===== config.mk =====
export PLATFORM = sky130hd
export DESIGN_NAME = multicycle_controller
export DESIGN_NICKNAME = d
export VERILOG_FILES = /design/src/rtl/multicycle_controller.sv
export SDC_FILE = /design/constraint.sdc
export NUM_CORES = 1
export LEC_CHECK = 0
export BUFFER_PORTS_ARGS = -buffer_cell sky130_fd_sc_hd__clkbuf_2
export CAP_MARGIN = 20
export CORE_UTILIZATION = 44
export CTS_BUF_LIST = sky130_fd_sc_hd__clkbuf_8 sky130_fd_sc_hd__clkbuf_16
export CTS_CLUSTER_SIZE = 10
export DETAILED_ROUTE_END_ITERATION = 6
export PLACE_DENSITY_LB_ADDON = 0.2
export RECOVER_POWER = 100
export SETUP_SLACK_MARGIN = 0.15
export SYNTH_ARGS = -nofsm -noshare
export SYNTH_HDL_FRONTEND = slang
export SYNTH_SLANG_ARGS = --single-unit
export TNS_END_PERCENT = 10

===== constraint.sdc =====
create_clock -name clk -period 1.9 [get_ports clk]
set_clock_uncertainty 0.15 [all_clocks]
set_input_delay 0.285 -clock clk [delete_from_list [all_inputs] [get_ports clk]]
set_output_delay 0.285 -clock clk [all_outputs]
set_load 0.1 [all_outputs]

===== src/rtl/multicycle_controller.sv =====
// Main control FSM for the multicycle RV32I core: fetch/decode/execute/memory/writeback sequencing.
// Optional feature: define ILLEGAL_OP_TRAP_EN to trap unsupported opcodes in TRAP instead of treating them as NOPs.
module multicycle_controller (
    input  logic       clk,
    input  logic       rst,
    input  logic [6:0] op,
    input  logic       zero,
    input  logic       mem_ready,
    output logic       mem_req,
    output logic       mem_write,
    output logic       adr_src,
    output logic       ir_write,
    output logic       pc_write,
    output logic       reg_write,
    output logic [1:0] alu_src_a,
    output logic [1:0] alu_src_b,
    output logic [1:0] result_src,
    output logic [1:0] ALUOp,
    output logic [1:0] imm_src,
    output logic       illegal,
    output logic [3:0] state
);

    typedef enum logic [3:0] {
        FETCH    = 4'd0,
        DECODE   = 4'd1,
        MEMADR   = 4'd2,
        MEMREAD  = 4'd3,
        MEMWB    = 4'd4,
        MEMWRITE = 4'd5,
        EXECUTER = 4'd6,
        ALUWB    = 4'd7,
        EXECUTEI = 4'd8,
        JAL      = 4'd9,
        BEQ      = 4'd10,
        TRAP     = 4'd11
    } state_t;

    localparam logic [6:0] OP_LW    = 7'b0000011;
    localparam logic [6:0] OP_SW    = 7'b0100011;
    localparam logic [6:0] OP_RTYPE = 7'b0110011;
    localparam logic [6:0] OP_ITYPE = 7'b0010011;
    localparam logic [6:0] OP_JAL   = 7'b1101111;
    localparam logic [6:0] OP_BEQ   = 7'b1100011;

    state_t cur_state;
    state_t nxt_state;
    logic   pc_update;
    logic   branch;

    always_ff @(posedge clk) begin
        if (rst) cur_state <= FETCH;
        else     cur_state <= nxt_state;
    end

    // Cache handshake: mem_req (with mem_write/adr_src) is held constant from the
    // first request cycle until the cycle mem_ready=1, which completes the access.
    always_comb begin
        nxt_state  = cur_state;
        mem_req    = 1'b0;
        mem_write  = 1'b0;
        adr_src    = 1'b0;
        ir_write   = 1'b0;
        pc_update  = 1'b0;
        branch     = 1'b0;
        reg_write  = 1'b0;
        alu_src_a  = 2'b00;
        alu_src_b  = 2'b00;
        result_src = 2'b00;
        ALUOp      = 2'b00;
        case (cur_state)
            FETCH: begin
                mem_req    = 1'b1;
                alu_src_b  = 2'b10;
                result_src = 2'b10;
                if (mem_ready) begin
                    ir_write  = 1'b1;
                    pc_update = 1'b1;
                    nxt_state = DECODE;
                end
            end
            DECODE: begin
                alu_src_a = 2'b01;
                alu_src_b = 2'b01;
                case (op)
                    OP_LW, OP_SW: nxt_state = MEMADR;
                    OP_RTYPE:     nxt_state = EXECUTER;
                    OP_ITYPE:     nxt_state = EXECUTEI;
                    OP_JAL:       nxt_state = JAL;
                    OP_BEQ:       nxt_state = BEQ;
`ifdef ILLEGAL_OP_TRAP_EN
                    default:      nxt_state = TRAP;
`else
                    default:      nxt_state = FETCH;
`endif
                endcase
            end
            MEMADR: begin
                alu_src_a = 2'b10;
                alu_src_b = 2'b01;
                nxt_state = (op == OP_LW) ? MEMREAD : MEMWRITE;
            end
            MEMREAD: begin
                mem_req = 1'b1;
                adr_src = 1'b1;
                if (mem_ready) nxt_state = MEMWB;
            end
            MEMWRITE: begin
                mem_req   = 1'b1;
                mem_write = 1'b1;
                adr_src   = 1'b1;
                if (mem_ready) nxt_state = FETCH;
            end
            MEMWB: begin
                result_src = 2'b01;
                reg_write  = 1'b1;
                nxt_state  = FETCH;
            end
            EXECUTER: begin
                alu_src_a = 2'b10;
                alu_src_b = 2'b00;
                ALUOp     = 2'b10;
                nxt_state = ALUWB;
            end
            EXECUTEI: begin
                alu_src_a = 2'b10;
                alu_src_b = 2'b01;
                ALUOp     = 2'b10;
                nxt_state = ALUWB;
            end
            ALUWB: begin
                reg_write = 1'b1;
                nxt_state = FETCH;
            end
            JAL: begin
                alu_src_a = 2'b01;
                alu_src_b = 2'b10;
                pc_update = 1'b1;
                nxt_state = ALUWB;
            end
            BEQ: begin
                alu_src_a = 2'b10;
                alu_src_b = 2'b00;
                ALUOp     = 2'b01;
                branch    = 1'b1;
                nxt_state = FETCH;
            end
            TRAP:    nxt_state = TRAP;
            default: nxt_state = FETCH;
        endcase

        // Reset kills every side effect in the same cycle, including a stalled store.
        if (rst) begin
            mem_req   = 1'b0;
            mem_write = 1'b0;
            ir_write  = 1'b0;
            pc_update = 1'b0;
            branch    = 1'b0;
            reg_write = 1'b0;
        end
    end

    assign pc_write = pc_update | (branch & zero);
    assign state    = cur_state;

    always_comb begin
        case (op)
            OP_SW:   imm_src = 2'b01;
            OP_BEQ:  imm_src = 2'b10;
            OP_JAL:  imm_src = 2'b11;
            default: imm_src = 2'b00;
        endcase
    end

`ifdef ILLEGAL_OP_TRAP_EN
    assign illegal = (cur_state == TRAP) && !rst;
`else
    assign illegal = 1'b0;
`endif

endmodule


==> results of run 1 <==
through the flow:
| step | std cells | area, um^2 | TNS (ns) | hold WS, ns |
|---|---|---|---|---|
| 3_5_place_dp | 129 | 1170 | 0 | 0.451 |
| 2_1_floorplan | 91 | 838 | -6.04 | 0.275 |
| 3_3_place_gp | 129 | 1170 | 0 | 0.428 |
logic make-up after synthesis:
group | synth area share
AOI/OAI and AO/OA | 0.247
xor gates and xnor gates | 0.0557
buffers and inverters | 0.117
DFF | 0.127
muxes | 0.0238
other | 0.00596
and+or+nand+nor | 0.423
==> flow_metrics.env, run 1 <==
export IMPL_outcome="stopped before the end"
export IMPL_last_stage_the_flow_got_to="4_1_cts"
export IMPL_flow_first_error="[ERROR DPL-0038] Utilization greater than 100%, impossible to legalize"
export IMPL_synth_sequential_area_ratio=0.127
export IMPL_synth_net_count=102
export IMPL_synthCells=91
export IMPL_postSynthAreaPerCell_um2=6.92
export IMPL_dieWidth_um=39.8
export IMPL_synthDominantAreaCellType="dfxtp_1"
export IMPL_synth_edff_count=0
export IMPL_chipHeight_um=39.8
export IMPL_synth_top_cells_by_count="nor2_1 (10), nand2_1 (7), a21oi_1 (6), nand3_1 (5), nor3_1 (5)"
export IMPL_total_of_cells_resized_after_clock_tree_synthesis=9
export IMPL_cts_made_buffers=3
export IMPL_asyncSetResetFlopFracSynth=0
export IMPL_distinct_cells_synth=42
export IMPL_synth_top_area_frac=0.127
export IMPL_synthFlopType="dfxtp_1"
export IMPL_cts_setup_buffers=14
export IMPL_tritoncts_num_sinks=4
export IMPL_postSynthRegisterBits=4
export IMPL_syn_cell_area_um2=629
export IMPL_yosys_top_cells_area="dfxtp_1 (13%), nor2_1 (6.0%), a21oi_1 (4.8%), nand2_1 (4.2%), nor4b_1 (4.2%)"
export IMPL_yosysWarningCount=0
export IMPL_routabilityCongestion=0.853
export IMPL_floorplan_initialDensity=0.478
export IMPL_dpl_hpwl_mm=1.76
export IMPL_clock_tree_htree_level_count=1
export IMPL_worst_case_clock_buffer_depth=2
export IMPL_yosysMostFrequentCell="nor2_1"
export IMPL_rows=13
export IMPL_portbufs=30
export IMPL_boundaryPins=32
export IMPL_preCtsSetupSlack_ns=0.0810
export IMPL_root_buffer="clkbuf_8"
export IMPL_cts_stage_hold_buffer_count=0
==> inputs of run 2 (changes only) <==
==> config.mk (replaced) <==
export PLATFORM = sky130hd
export DESIGN_NAME = multicycle_controller
export DESIGN_NICKNAME = d
export VERILOG_FILES = /design/src/rtl/multicycle_controller.sv
export SDC_FILE = /design/constraint.sdc
export NUM_CORES = 1
export LEC_CHECK = 0
export BUFFER_PORTS_ARGS = -buffer_cell sky130_fd_sc_hd__clkbuf_2
export CAP_MARGIN = 20
export CORE_AREA = 2 2 63 65
export DETAILED_ROUTE_END_ITERATION = 6
export DIE_AREA = 0 0 65 67
export PLACE_DENSITY_LB_ADDON = 0.15
export RECOVER_POWER = 100
export SYNTH_ARGS = -nofsm -noshare
export SYNTH_HDL_FRONTEND = slang
export SYNTH_SLANG_ARGS = --single-unit
export TNS_END_PERCENT = 10
==> run 2 against run 1 <==
Against the previous run:
- the flow now finishes without violations
- synthesized cell count stayed put
- synthesized area stayed put
==> flow_metrics.env, run 2 <==
export IMPL_outcome="complete, no violations"
export IMPL_grt_overflow_total=0
export IMPL_setup_viol=0
export IMPL_dpl_hpwl_mm=1.75
export IMPL_power_share_combinational=0.537
export IMPL_die_area_um2=4360
export IMPL_cts_tree="built"
export IMPL_power_share_sequential=0.158
export IMPL_yosys_top_cells_area="dfxtp_1 (13%), nor2_1 (6.0%), a21oi_1 (4.8%), nand2_1 (4.2%), nor4b_1 (4.2%)"
export IMPL_power_switching_fraction=0.439
export IMPL_post_route_drc_count=0
export IMPL_vias=809
export IMPL_layout_cell_area_non_filler_um2=1340
export IMPL_synthDominantAreaCellType="dfxtp_1"
export IMPL_crit_path_end_kind="output port"
export IMPL_clk_pin_slew_worst_paths_ns=0.03
export IMPL_yosysWarningCount=0
export IMPL_first_pass_iters=3
export IMPL_syn_to_final_growth_pct=113
export IMPL_crit_path_start_kind="flip-flop"
export IMPL_clock_tree_htree_level_count=1
export IMPL_finalWirelength_mm=2.29
export IMPL_cts_stage_hold_buffer_count=0
export IMPL_yosysMostFrequentCell="nor2_1"
export IMPL_worst_path_max_fanout=8
export IMPL_worstSetupPathType="reg2out"
export IMPL_net_switching_power_uw=258
export IMPL_largest_reg_flops=4
export IMPL_internal_power_uw=329
export IMPL_preCtsSetupSlack_ns=0.193
export IMPL_routabilityCongestion=0.724
export IMPL_placed_area_um2=1250
export IMPL_rsz0062_at_grt="yes"
export IMPL_synth_net_count=102
export IMPL_synthFlopType="dfxtp_1"
export IMPL_design_final_nets=139
export IMPL_relSlewSlack=0.642
export IMPL_layout_cells_most_common_list="buf_12 (16), clkbuf_2 (13), buf_4 (11)"
export IMPL_drive_gt1_frac=0.556
export IMPL_worstMarginPinSlew_ns=0.539
export IMPL_synthCells=91
export IMPL_worst_case_clock_buffer_depth=2
export IMPL_grt_pass1_wl_mm=3.84
export IMPL_via_count_of_the_first_global_routing_pass=788
export IMPL_setup_ws_ns=0.0557
export IMPL_floorplan_initialDensity=0.175
export IMPL_max_clock_freq_mhz=542
export IMPL_chipHeight_um=67
export IMPL_maxCapViolCount=0
export IMPL_wire_per_inst_um=13.2
export IMPL_synth_top_cells_by_count="nor2_1 (10), nand2_1 (7), a21oi_1 (6), nand3_1 (5), nor3_1 (5)"
export IMPL_insertedDiodeCount=0
export IMPL_synth_edff_count=0
export IMPL_worstPathArrival_ns=1.41
export IMPL_root_buffer="clkbuf_8"
export IMPL_finalPower_uw=587
export IMPL_postSynthAreaPerCell_um2=6.92
export IMPL_drtAntennaViolNets=0
export IMPL_dieWidth_um=65
export IMPL_min_period_ns=1.84
export IMPL_cts_made_buffers=3
export IMPL_rows=22
export IMPL_asyncSetResetFlopFracSynth=0
export IMPL_worst_skew_pair_late_latency_ns=0.22
export IMPL_ir_drop_mv=0.230
export IMPL_grtUsageTotal=0.113
export IMPL_postSynthRegisterBits=4
export IMPL_distinct_cells_synth=42
export IMPL_synth_top_area_frac=0.127
export IMPL_fp_coreArea_um2=3610
export IMPL_synth_sequential_area_ratio=0.127
export IMPL_power_clock_fraction=0.304
export IMPL_cp_data_required_time_ns=1.46
export IMPL_hp_class="in2reg"
export IMPL_cellPowerDensity_nw_per_um2=439
export IMPL_tritoncts_num_sinks=4
export IMPL_grt_max_degree=17
export IMPL_fillers=388
export IMPL_timing_final_crit_share=0.971
export IMPL_syn_cell_area_um2=629
export IMPL_finalNonFillerCells=174
export IMPL_via_per_inst=4.65
export IMPL_finalHoldViolCount=0
export IMPL_placedCellCount=166
export IMPL_portbufs=30
export IMPL_drv_slew=0
export IMPL_detail_route_iter0_violations=37
export IMPL_antenna_violations_before_repair=0
export IMPL_p_leak_uw=0.000525
export IMPL_mostFrequentLayoutCell="buf_12"
export IMPL_boundaryPins=32
## run 2: worst max-delay path, stage by stage (launching register included)
cell,delay [ns]
dfxtp_4,0.38
xor2_1,0.18
buf_4,0.15
nor4b_4,0.26
buf_12,0.21
## run 2: logic make-up after synthesis
logic type / synth area share
simple gates: 0.423
compound gates: 0.247
buf+inv: 0.117
xor+xnor: 0.0557
flops: 0.127
mux: 0.0238
other cells: 0.00596
## run 2: area by class of cell
cell class                 count  area, um^2  share of cell area
inverter                       4        15.0              0.0112
sequential                     4        95.1              0.0710
multi-input combinational     73         643               0.480
tap                           48        60.1              0.0449
clock buffer                   3        41.3              0.0308
timing repair buffer          42         484               0.362
## run 2: repair_timing
item / 4_1_cts / 5_1_grt
pin swaps: 1 / 4
resized for setup: 1 / 3
setup buffers: 0 / 5
endpoints found under the setup margin: 1 / 8
## run 2: metrics by stage
step                utilization  TNS [ns]  hold slack (ns)
finish                    0.371         0            0.195
global route              0.371  -0.00327            0.236
CTS                       0.358         0            0.199
detailed placement        0.346         0            0.424
global placement          0.346         0            0.420
floorplan                     -     -6.04            0.275
## run 2: power by group through the flow
stage	registers, uW	clock network [uW]	logic [uW]
after global routing	93.6	190	331
after detailed placement	95.8	0	308
final	92.9	179	316
after floorplan	102	0	202
after global placement	95.9	0	307
after CTS	94.8	182	309
## run 2: path summary, 6_finish.rpt
check | from | to | slack [ns] | cells past startpoint
max | state[1] | reg_write | 0.06 | 4
min | op[0] | state[3] | 0.20 | 3
max reg2reg | state[1] | state[2] | 0.28 | 5
min reg2reg | state[3] | state[3] | 0.47 | 3
## run 2: per-layer routing
metal,vias to the layer above,global-route usage,part of all wire
li1,405,-,-
met1,373,0.172,0.51
met2,27,0.153,0.43
met3,4,0.0220,0.051
met4,0,0.0399,0.014
met5,-,0,0
(Power assumes the default switching activity.)
==> inputs of run 3 (changes only) <==
--- a/config.mk
+++ b/config.mk
@@ -7,6 +7,8 @@
 export LEC_CHECK = 0
 export BUFFER_PORTS_ARGS = -buffer_cell sky130_fd_sc_hd__clkbuf_2
 export CAP_MARGIN = 20
+export CELL_PAD_IN_SITES_DETAIL_PLACEMENT = 2
+export CELL_PAD_IN_SITES_GLOBAL_PLACEMENT = 2
 export CORE_AREA = 2 2 63 65
 export DETAILED_ROUTE_END_ITERATION = 6
 export DIE_AREA = 0 0 65 67
==> run 3 against run 2 <==
Against the previous run:
- the flow now finishes with violations (negative setup slack)
- critical path type unchanged
- via count increased by 5.4%
- critical endpoint is now ALUOp[1]
- core utilization increased by 1.4 points
- total power increased by 5.0%
- routed wire length increased by 26%
- die area unchanged
- hold slack improved by 0.023 ns
- final cell count increased by 2.9%
==> flow_metrics.env, run 3 (synthesized netlist as in run 2, its figures left out) <==
export IMPL_finalPower_uw=617
export IMPL_drive_gt1_frac=0.595
export IMPL_worstSetupPathType="reg2out"
export IMPL_cts_stage_hold_buffer_count=0
export IMPL_wire_per_inst_um=16.1
export IMPL_worst_r2r_startpoint="state[0]"
export IMPL_failing_checks="negative setup slack"
export IMPL_fillers=412
export IMPL_dieWidth_um=65
export IMPL_dpl_hpwl_mm=2.17
export IMPL_clock_tree_htree_level_count=1
export IMPL_grt_overflow_total=0
export IMPL_vias=853
export IMPL_layout_cell_area_non_filler_um2=1390
export IMPL_final_hold_worst_slack_ns=0.218
export IMPL_finalNonFillerCells=179
export IMPL_finalHoldViolCount=0
export IMPL_tns_ns=-0.00558
export IMPL_worst_path_max_delay_cell="dfxtp_4"
export IMPL_cp_data_required_time_ns=1.46
export IMPL_relSlewSlack=0.640
export IMPL_setup_ws_ns=-0.00558
export IMPL_cts_made_buffers=3
export IMPL_cp_num_buf_inv=2
export IMPL_cellPowerDensity_nw_per_um2=444
export IMPL_timing_critical_path_cells="buf_4 -> or3_4 -> a21oi_4 -> buf_12"
export IMPL_root_buffer="clkbuf_8"
export IMPL_tritoncts_num_sinks=4
export IMPL_crit_path_start_kind="flip-flop"
export IMPL_antenna_violations_before_repair=0
export IMPL_worstMarginPinSlew_ns=0.543
export IMPL_outcome="complete, but fails checks"
export IMPL_timing_final_crit_share=1.00
export IMPL_critical_path_max_stage_delay_ns=0.38
export IMPL_grt_max_degree=14
export IMPL_ir_drop_mv=0.251
export IMPL_rsz0062_at_grt="yes"
export IMPL_maxCapViolCount=0
export IMPL_drtAntennaViolNets=0
export IMPL_drv_slew=0
export IMPL_via_count_of_the_first_global_routing_pass=946
export IMPL_worst_path_max_fanout=7
export IMPL_chipHeight_um=67
export IMPL_crit_path_cell_count=4
export IMPL_via_per_inst=4.77
export IMPL_worst_case_clock_buffer_depth=2
export IMPL_max_clock_freq_mhz=525
export IMPL_post_route_drc_count=0
export IMPL_worst_skew_pair_late_latency_ns=0.22
export IMPL_min_period_ns=1.91
export IMPL_r2r_end="state[0]"
export IMPL_worstPathArrival_ns=1.47
export IMPL_setup_viol=1
export IMPL_placedCellCount=167
export IMPL_critical_path_top_delay_family="flip-flops"
export IMPL_seqCellArea_um2=95.1
export IMPL_syn_to_final_growth_pct=120
export IMPL_design_final_nets=144
export IMPL_grtUsageTotal=0.148
export IMPL_placed_area_um2=1250
export IMPL_detail_route_iter0_violations=25
export IMPL_routabilityCongestion=0.720
export IMPL_finalWirelength_mm=2.89
export IMPL_rows=22
export IMPL_grt_pass1_wl_mm=4.79
export IMPL_largest_reg_flops=4
export IMPL_insertedDiodeCount=0
export IMPL_floorplan_initialDensity=0.175
export IMPL_portbufs=30
export IMPL_cts_tree="built"
export IMPL_clk_pin_slew_worst_paths_ns=0.04
export IMPL_first_pass_iters=4
export IMPL_timing_critical_path_from="state[1]"
export IMPL_critical_path_endpoint="ALUOp[1]"
export IMPL_reg2reg_depth=5
export IMPL_p_leak_uw=0.000547
export IMPL_timing_reg2reg_setup_slack_ns=0.21
export IMPL_crit_path_end_kind="output port"
export IMPL_fp_coreArea_um2=3610
export IMPL_boundaryPins=32
export IMPL_die_area_um2=4360
export IMPL_multi_input_area_um2=662
export IMPL_hp_class="in2reg"
export IMPL_layout_cells_most_common_list="buf_12 (16), buf_4 (16), clkbuf_2 (13)"
==> run 3: cell count changes in the layout (fill, tap and decap cells not counted) <==
| cell | previous run | this run |
|---|---|---|
| xor2_2 | 0 | 1 |
| buf_4 | 11 | 16 |
| clkbuf_1 | 0 | 1 |
| buf_6 | 1 | 0 |
| nor2b_1 | 3 | 2 |
| nand3_2 | 0 | 1 |
| a21oi_2 | 0 | 1 |
| nand3_1 | 5 | 4 |
| xor2_1 | 3 | 2 |
| a21oi_1 | 4 | 3 |
| nor2b_2 | 0 | 1 |
==> run 3: how the worst min path moves through the flow <==
stage	from	to	slack, ns	cells past startpoint
global route	op[0]	state[3]	0.26	3
CTS	op[0]	state[3]	0.21	3
floorplan	op[0]	state[3]	0.27	2
global placement	op[0]	state[3]	0.44	3
detailed placement	op[0]	state[3]	0.44	3
finish	op[0]	state[3]	0.22	3
==> run 3: final cells by class <==
class / count / share of cell area
clock buffer: 3 / 0.0298
inverter: 4 / 0.0108
multi-input combinational: 73 / 0.477
sequential: 4 / 0.0685
tap: 48 / 0.0433
timing repair buffer: 47 / 0.371
==> run 3: worst reg2reg max path: cells and delay by family, from the launching register on <==
family,cells,cell delay (ns)
DFF,1,0.36
and+or+nand+nor,2,0.29
AOI/OAI and AO/OA,1,0.33
muxes,1,0.32
buffers and inverters,1,0.17
==> run 3: timing repair <==
item                       4_1_cts  5_1_grt
buffers inserted                 9        0
pin swaps                        4        2
resized for setup                4        3
setup endpoints to repair        5        8
==> run 3: routing by layer <==
metal,wire [um],up-vias,track usage
met5,0,-,0
met4,8,0,0.0399
met3,115,2,0.0270
met2,1560,24,0.278
met1,1210,413,0.171
li1,-,414,-
==> run 3: power by group <==
group	internal, uW	switching [uW]
Clock	136	54.7
Sequential	82.9	5.59
Combinational	121	217
Total	340	277
==> run 3: through the flow <==
step,utilization,worst slack [ns]
after floorplan,-,-0.681
after global placement,0.347,0.204
after detailed placement,0.347,0.174
after CTS,0.387,-0.0471
after global routing,0.385,-0.0433
final,0.385,-0.00558
==> inputs of run 4 (changes only) <==
--- a/config.mk
+++ b/config.mk
@@ -5,13 +5,13 @@
 export SDC_FILE = /design/constraint.sdc
 export NUM_CORES = 1
 export LEC_CHECK = 0
-export BUFFER_PORTS_ARGS = -buffer_cell sky130_fd_sc_hd__clkbuf_2
 export CAP_MARGIN = 20
 export CELL_PAD_IN_SITES_DETAIL_PLACEMENT = 2
 export CELL_PAD_IN_SITES_GLOBAL_PLACEMENT = 2
 export CORE_AREA = 2 2 63 65
 export DETAILED_ROUTE_END_ITERATION = 6
 export DIE_AREA = 0 0 65 67
+export DONT_BUFFER_PORTS = 1
 export PLACE_DENSITY_LB_ADDON = 0.15
 export RECOVER_POWER = 100
 export SYNTH_ARGS = -nofsm -noshare
==> run 4 against run 3 <==
Against the previous run:
- the run now ends clean
- sequential share of layout area grew 0.44 points
- global-route usage shrank 1.4 points
- setup slack gained 0.016 ns
- via count shrank 5.6%
- register-to-register slack is essentially flat
- hold slack lost 0.13 ns
- critical path type unchanged
==> flow_metrics.env, run 4 (synthesized netlist as in run 2, its figures left out) <==
export IMPL_outcome="complete, no violations"
export IMPL_drtAntennaViolNets=0
export IMPL_worst_skew_pair_late_latency_ns=0.22
export IMPL_crit_path_start_kind="flip-flop"
export IMPL_grt_pass1_wl_mm=4.48
export IMPL_layout_cell_area_non_filler_um2=1300
export IMPL_floorplan_initialDensity=0.175
export IMPL_layout_core_utilization=0.362
export IMPL_chipHeight_um=67
export IMPL_crit_path_end_kind="output port"
export IMPL_worstPathArrival_ns=1.45
export IMPL_antenna_violations_before_repair=0
export IMPL_root_buffer="clkbuf_8"
export IMPL_timing_final_crit_share=0.995
export IMPL_cp_data_required_time_ns=1.46
export IMPL_via_count_of_the_first_global_routing_pass=860
export IMPL_clock_tree_htree_level_count=1
export IMPL_dpl_hpwl_mm=2.16
export IMPL_wire_per_inst_um=16.4
export IMPL_worst_path_max_fanout=6
export IMPL_first_pass_iters=4
export IMPL_ir_drop_mv=0.210
export IMPL_p_leak_uw=0.000485
export IMPL_min_period_ns=1.89
export IMPL_mostFrequentLayoutCell="buf_4"
export IMPL_die_area_um2=4360
export IMPL_clk_pin_slew_worst_paths_ns=0.03
export IMPL_detail_route_iter0_violations=24
export IMPL_via_per_inst=4.85
export IMPL_max_clock_freq_mhz=529
export IMPL_grt_max_degree=15
export IMPL_dieWidth_um=65
export IMPL_cts_tree="built"
export IMPL_rsz0062_at_grt="yes"
export IMPL_hold_path_cell_count=2
export IMPL_drive_gt1_frac=0.559
export IMPL_post_route_drc_count=0
export IMPL_cts_made_buffers=3
export IMPL_tritoncts_num_sinks=4
export IMPL_setup_viol=0
export IMPL_hp_class="in2reg"
export IMPL_design_final_nets=131
export IMPL_layout_cells_most_common_list="buf_4 (18), buf_12 (14), nand2_1 (6), nor2_1 (6)"
export IMPL_reg2reg_depth=5
export IMPL_finalHoldViolCount=0
export IMPL_placed_area_um2=1180
export IMPL_boundaryPins=32
export IMPL_maxCapViolCount=0
export IMPL_finalPower_uw=566
export IMPL_worstSetupPathType="reg2out"
export IMPL_rows=22
export IMPL_fp_coreArea_um2=3610
export IMPL_grtUsageTotal=0.135
export IMPL_cellPowerDensity_nw_per_um2=434
export IMPL_routabilityCongestion=0.724
export IMPL_drv_slew=0
export IMPL_worst_case_clock_buffer_depth=2
export IMPL_grt_overflow_total=0
export IMPL_insertedDiodeCount=0
export IMPL_fillers=413
export IMPL_portbufs=0
export IMPL_syn_to_final_growth_pct=107
export IMPL_largest_reg_flops=4
export IMPL_vias=805
export IMPL_finalWirelength_mm=2.72
## run 4: changes by cell type in the layout (fill, tap and decap cells not counted), sizes merged
cell / previous run / this run
clkbuf: 17 / 3
dlygate4sd3: 0 / 1
## run 4: repair_timing
item | CTS | global route
gates resized for setup | 1 | 6
buffers inserted | 3 | 3
endpoints found under the setup margin | 3 | 7
hold buffers | 1 | 0
endpoints found under the hold margin | 2 | 0
pin swaps | 0 | 1
cloned | 0 | 0
## run 4: worst paths after layout
kind	startpoint	slack, ns	endpoint
min reg2reg	state[2]	0.48	state[1]
min	op[0]	0.08	state[3]
max reg2reg	state[0]	0.21	state[0]
max	state[3]	0.01	ALUOp[1]
## run 4: metrics by stage
stage               worst slack [ns]  cells  hold slack, ns  setup TNS (ns)
floorplan                     -0.681     91           0.275           -6.04
global placement               0.219    156           0.202               0
detailed placement             0.145    156           0.201               0
CTS                         -0.00144    163          0.0862        -0.00152
global route                 -0.0501    166          0.0820          -0.148
finish                        0.0101    166          0.0840               0
## run 4: final cells by class
type | instances | area (um^2) | share of cell area
Timing Repair Buffer | 34 | 437 | 0.335
Inverter | 4 | 15.0 | 0.0115
Multi-Input combinational cell | 73 | 656 | 0.503
Clock buffer | 3 | 41.3 | 0.0317
Sequential cell | 4 | 95.1 | 0.0729
Tap cell | 48 | 60.1 | 0.0461
## run 4: power by group
| group | internal (uW) | switching (uW) |
|---|---|---|
| Combinational | 104 | 191 |
| Clock | 135 | 44.4 |
| Sequential | 83.1 | 9.26 |
## run 4: critical path, cell delays in order, from the launching register on
cell	delay, ns
dfxtp_4	0.40
inv_2	0.05
or3_1	0.40
a21oi_2	0.19
buf_12	0.19
## run 4: per-layer routing
| metal | wire, um | vias to the layer above | global-route usage |
|---|---|---|---|
| met1 | 1080 | 387 | 0.164 |
| met2 | 1450 | 29 | 0.241 |
| met4 | 9 | 0 | 0.0239 |
| met5 | 0 | - | 0 |
| met3 | 180 | 2 | 0.0338 |
| li1 | - | 387 | - |
